## config.mk

```make
export PLATFORM = sky130hd
export DESIGN_NAME = sync_fifo_param
export DESIGN_NICKNAME = d
export VERILOG_FILES = /design/src/rtl/fifo_pkg.sv /design/src/rtl/fifo_ram.sv /design/src/rtl/sync_fifo_param.sv
export SDC_FILE = /design/constraint.sdc
export NUM_CORES = 1
export LEC_CHECK = 0
export CORE_ASPECT_RATIO = 0.8
export CORE_MARGIN = 5
export CORE_UTILIZATION = 55
export CTS_CLUSTER_DIAMETER = 100
export DETAILED_ROUTE_END_ITERATION = 6
export GPL_ROUTABILITY_DRIVEN = 0
export PLACE_DENSITY = 0.81
export SETUP_SLACK_MARGIN = 0.05
export SLEW_MARGIN = 25
export SYNTH_ARGS = -nofsm -noshare
export SYNTH_HDL_FRONTEND = slang
export SYNTH_SLANG_ARGS = --single-unit
```

## constraint.sdc

```tcl
create_clock -name clk -period 4.1 [get_ports clk]
set_input_delay 0.41 -clock clk [delete_from_list [all_inputs] [get_ports clk]]
set_output_delay 0.41 -clock clk [all_outputs]
set_load 0.05 [all_outputs]
```

## src/rtl/fifo_pkg.sv

```systemverilog
// rtl/fifo_pkg.sv - sizing helpers shared by the parametrised FIFO and its RAM
package fifo_pkg;

    function automatic int fifo_depth(input int addr_w);
        return 1 << addr_w;
    endfunction

    // Pointers carry one extra wrap bit, so count spans 0..DEPTH inclusive.
    function automatic int fifo_cnt_w(input int addr_w);
        return addr_w + 1;
    endfunction

endpackage

```

## src/rtl/fifo_ram.sv

```systemverilog
// rtl/fifo_ram.sv - single write port RAM, synchronous write, asynchronous read
module fifo_ram
    import fifo_pkg::*;
#(
    parameter int DATA_W = 4,
    parameter int ADDR_W = 4
) (
    input  logic              clk,
    input  logic              we,
    input  logic [ADDR_W-1:0] waddr,
    input  logic [DATA_W-1:0] wdata,
    input  logic [ADDR_W-1:0] raddr,
    output logic [DATA_W-1:0] rdata
);

    localparam int DEPTH = fifo_depth(ADDR_W);

    logic [DATA_W-1:0] mem [DEPTH];

    always_ff @(posedge clk) begin
        if (we) begin
            mem[waddr] <= wdata;
        end
    end

    assign rdata = mem[raddr];

endmodule

```

## src/rtl/sync_fifo_param.sv

```systemverilog
// rtl/sync_fifo_param.sv - single-clock FIFO with count, programmable flags and optional FWFT
module sync_fifo_param
    import fifo_pkg::*;
#(
    parameter int DATA_W = 4,
    parameter int ADDR_W = 4,
    parameter int AF_LVL = 14,
    parameter int AE_LVL = 2,
    parameter int FWFT   = 0
) (
    input  logic              clk,
    input  logic              rst,
    input  logic              wr_en,
    input  logic [DATA_W-1:0] wr_data,
    input  logic              rd_en,
    output logic [DATA_W-1:0] rd_data,
    output logic              full,
    output logic              empty,
    output logic              almost_full,
    output logic              almost_empty,
    output logic [ADDR_W:0]   count,
    output logic              overflow,
    output logic              underflow
);

    localparam int DEPTH = fifo_depth(ADDR_W);
    localparam int CNT_W = fifo_cnt_w(ADDR_W);
    localparam logic [CNT_W-1:0] AF_CNT = CNT_W'(AF_LVL);
    localparam logic [CNT_W-1:0] AE_CNT = CNT_W'(AE_LVL);

    if (!(AE_LVL >= 0 && AE_LVL < AF_LVL && AF_LVL <= DEPTH)) begin : g_bad_params
        $error("sync_fifo_param: levels must satisfy 0 <= AE_LVL < AF_LVL <= DEPTH");
    end

    logic [CNT_W-1:0]  wr_ptr;
    logic [CNT_W-1:0]  rd_ptr;
    logic [CNT_W-1:0]  wr_ptr_nxt;
    logic [CNT_W-1:0]  rd_ptr_nxt;
    logic [CNT_W-1:0]  cnt_nxt;
    logic              wr_acc;
    logic              rd_acc;
    logic [DATA_W-1:0] ram_rdata;

    // Registered full/empty gate acceptance, which gives the simultaneous
    // read+write priority rules at both boundaries for free.
    assign wr_acc = wr_en && !full;
    assign rd_acc = rd_en && !empty;

    always_comb begin
        wr_ptr_nxt = wr_ptr + CNT_W'(wr_acc);
        rd_ptr_nxt = rd_ptr + CNT_W'(rd_acc);
        cnt_nxt    = wr_ptr_nxt - rd_ptr_nxt;
    end

    always_ff @(posedge clk) begin
        if (!rst) begin
            wr_ptr       <= '0;
            rd_ptr       <= '0;
            count        <= '0;
            empty        <= 1'b1;
            full         <= 1'b0;
            almost_empty <= 1'b1;
            almost_full  <= 1'b0;
            overflow     <= 1'b0;
            underflow    <= 1'b0;
        end else begin
            wr_ptr       <= wr_ptr_nxt;
            rd_ptr       <= rd_ptr_nxt;
            count        <= cnt_nxt;
            empty        <= (wr_ptr_nxt == rd_ptr_nxt);
            full         <= (wr_ptr_nxt[ADDR_W] != rd_ptr_nxt[ADDR_W]) &&
                            (wr_ptr_nxt[ADDR_W-1:0] == rd_ptr_nxt[ADDR_W-1:0]);
            almost_full  <= (cnt_nxt >= AF_CNT);
            almost_empty <= (cnt_nxt <= AE_CNT);
            overflow     <= wr_en && full;
            underflow    <= rd_en && empty;
        end
    end

    fifo_ram #(
        .DATA_W (DATA_W),
        .ADDR_W (ADDR_W)
    ) u_ram (
        .clk   (clk),
        .we    (wr_acc && rst),
        .waddr (wr_ptr[ADDR_W-1:0]),
        .wdata (wr_data),
        .raddr (rd_ptr[ADDR_W-1:0]),
        .rdata (ram_rdata)
    );

    if (FWFT == 0) begin : g_reg_read
        logic [DATA_W-1:0] rd_data_q;

        always_ff @(posedge clk) begin
            if (!rst) begin
                rd_data_q <= '0;
            end else if (rd_acc) begin
                rd_data_q <= ram_rdata;
            end
        end

        assign rd_data = rd_data_q;
    end else begin : g_fwft_read
        // Head word is shown directly; forced to zero while empty so the
        // post-reset value is defined.
        assign rd_data = empty ? '0 : ram_rdata;
    end

endmodule

```

==> results.md <==
* CTS tree: yes
* Die ar. at 8310 µm²
* Total global routing overflow at 0
* Worst-Margin Slew at 0.629 ns
* # H-tree levels at 3
* Core Rows at 26
* Peak VDD IR at 0.000245 V
* Min Tclk post-route at 2.74 ns
* Clock root cell: clkbuf_8
* CP startpoint kind: input port
* RSZ-0062 raised after global routing: false
* MaxCap Viol Count at 0
* Largest net degree at the start of global routing at 28
* Chip Height at 82.5 µm
* Max Clock Freq at 0.365 GHz
* Met1 usage at 0.243
* Busiest grt layer: met2
* Max incr delay on CP at 0.42 ns
* #FFs+latches synth at 89
* Post-synthesis sequential area ratio at 0.670
* Synth warn at 0
* Ant. Diodes at 0
* Port bufs at 22
* Clk_skew at 0.00710 ns
* Switch share at 0.256
* Final Cycle Share at 0.668
* Grt met2 use at 0.267
* EDFF count, synth at 64
* Critical Path Most Common Cell: ha_1
* Distinct cells, synth at 35
* GR Util All Layers at 0.173
* Clock transition at path regs at 0.08 ns
* WP data arrival at 3.00 ns
* Iter 0 DRT Violations at 152
* Placed insts at 330
* Top Ports at 23
* Layout Cells excl Fill at 346
* Post-CTS Setup Bufs at 0
* Reg power frac at 0.508
* Slew Limit Headroom at 0.577
* Initial core utilization at 0.567
* CP max FO at 9
* P_sw at 508 µW
* Detailed placement HPWL at 4.62 mm
* Mean post-synth cell area at 15.7 µm²
* Met3 Usage GRT at 0.0462
* Routed WL at 6.54 mm
* Cell Pwr Density at 482 nW/µm²
* Clk sinks at 89
* Internal at 1.48 mW
* DR vias at 1938
* Clock Tree Buf Depth at 2
* Vias per cell at 5.60
* Initial antenna violation count at 0
* WL/cell at 18.9 µm
* Post-route ant nets at 0
* WP data required at 4.36 ns
* Final setup fails at 0
* Min-Delay Path Class: flop to flop
* Mapped Cells at 230
* Post-CTS resize count at 0
* Area grow syn2layout at 13.9%
* Crit-path slowest cell: clkdlybuf4s50_1
* Pleak at 1.41 nW
* Clock power share at 0.315
* CP cell instances: clkdlybuf4s50_1, nand2b_1, inv_1, ha_1, ha_1, xnor2_1, ha_1, a21oi_1, o21bai_1, a21oi_2, xnor2_1, o41ai_2
* First-pass GRT wire length at 10.4 mm
* # DRC at 0
* Layout cells sized above 1 at 0.153
* Setup Crit Path Kind: input port to flop
* Num CTS Buffers at 9
* Post-Syn Area at 3620 µm²
* Most used flip-flop cell after synthesis: edfxtp_1
* Clock Latency Late Sink at 0.34 ns
* Comb power frac at 0.177
* Crit. End Element: flop
* Post-synth ARST share at 0
* Net count, final at 273
* Drt first pass iters at 4
* Total Power at 1.98 mW
* Die width at 101 µm
* Fin. max-slew vios at 0
* Vias in the first global route at 1923
* CTS Hold Buffers Added at 0
* Placeable core region at 6380 µm²
* Syn Nets at 246
* Fin Setup TNS at 0 ns
* Outcome: finished clean
* Final hold vios at 0
-- final cells by class --
type,count,area [µm²]
fillers,471,2260
inverters,5,18.8
clock inverters,3,45.0
repair buffers,25,243
multi-input cells,127,1120
flip-flops and latches,89,2420
well taps,84,105
clock buffers,13,170
-- power by group through the flow --
stage | Combinational (mW) | Clock (mW) | Sequential, mW
finish | 0.351 | 0.624 | 1.01
global route | 0.378 | 0.672 | 1.01
CTS | 0.353 | 0.638 | 1.01
detailed placement | 0.352 | 0 | 1.03
global placement | 0.346 | 0 | 1.03
floorplan | 0.168 | 0 | 1.11
-- logic make-up (layout without fill, tap and decap cells) --
kind of cell	after synthesis	in the layout	share of synthesized area
multiplexers	16	16	0.0997
XOR/XNOR	14	14	0.0360
AO/OA/AOI/OAI	23	23	0.0460
AND/OR/NAND/NOR	65	65	0.0962
buffers and inverters	14	46	0.0214
flip-flops	89	89	0.670
adder cells (fa/ha/maj)	9	9	0.0308
-- registers in the layout (all words and copies together) (netlist names) --
register and cells:
almost_empty 1, almost_full 1, count 5, empty 1, full 1, overflow 1
rd_data 4, rd_ptr 5, u_ram.mem 64, underflow 1, wr_ptr 5
-- routing by layer --
metal  wire length (µm)  part of all wire
met1               3010              0.46
met2               3060              0.47
met3                412             0.063
met4                 51            0.0078
met5                  0                 0
-- critical path: cells and delay by family --
kind	cells	cell delay [ns]
AOI/OAI and AO/OA	4	0.78
adders and majority gates	3	0.75
buffers and inverters	2	0.51
xor gates and xnor gates	2	0.28
and+or+nand+nor	1	0.27
-- synth_stat cells (2+ instances only) --
cell       n  share of area
a22oi_1    8          0.017
mux4_2    16           0.10
dfxtp_1   25           0.14
buf_4      2         0.0042
nor3_1     4         0.0055
and2_1    10          0.017
ha_1       8          0.028
nand2_1    6         0.0062
buf_6      2         0.0062
and2b_1    2         0.0042
buf_2      2         0.0028
nor2b_1   12          0.021
nor2_1    17          0.018
xnor2_1    8          0.019
xor2_1     5          0.012
nand3_1    4         0.0055
a21oi_1    9          0.012
and3_1     3         0.0052
inv_1      4         0.0042
clkbuf_1   3         0.0031
nand2b_1   3         0.0052
edfxtp_1  64           0.53
-- cell usage in the layout (no fill, tap or decap), types with 5 or more instances in the layout --
master / synthesis / final
xor2_1: 5 / 5
clkbuf_8: 0 / 10
ha_1: 8 / 8
nor2b_1: 12 / 12
clkdlybuf4s50_1: 0 / 22
xnor2_1: 8 / 8
edfxtp_1: 64 / 64
a21oi_1: 9 / 9
and2_1: 10 / 10
nor2_1: 17 / 17
a22oi_1: 8 / 8
nand2_1: 6 / 6
mux4_2: 16 / 16
dfxtp_1: 25 / 25
-- path summary, 6_finish.rpt --
path | startpoint | end | cells past startpoint | slack [ns]
min reg2reg | empty | underflow | 1 | 0.53
min | empty | underflow | 1 | 0.53
max reg2reg | empty | almost_empty | 11 | 1.46
max | rd_en | almost_empty | 12 | 1.36
-- through the flow --
step | hold slack, ns | setup slack, ns | util | cell area (µm²)
finish | 0.526 | 1.36 | 0.646 | 4120
global route | 0.540 | 1.18 | 0.646 | 4120
CTS | 0.531 | 1.39 | 0.646 | 4120
detailed placement | 0.514 | 1.02 | 0.612 | 3910
global placement | 0.494 | 1.11 | 0.612 | 3910
floorplan | 0.509 | 1.27 | - | 3620
Power figures use the tool's default switching activity.
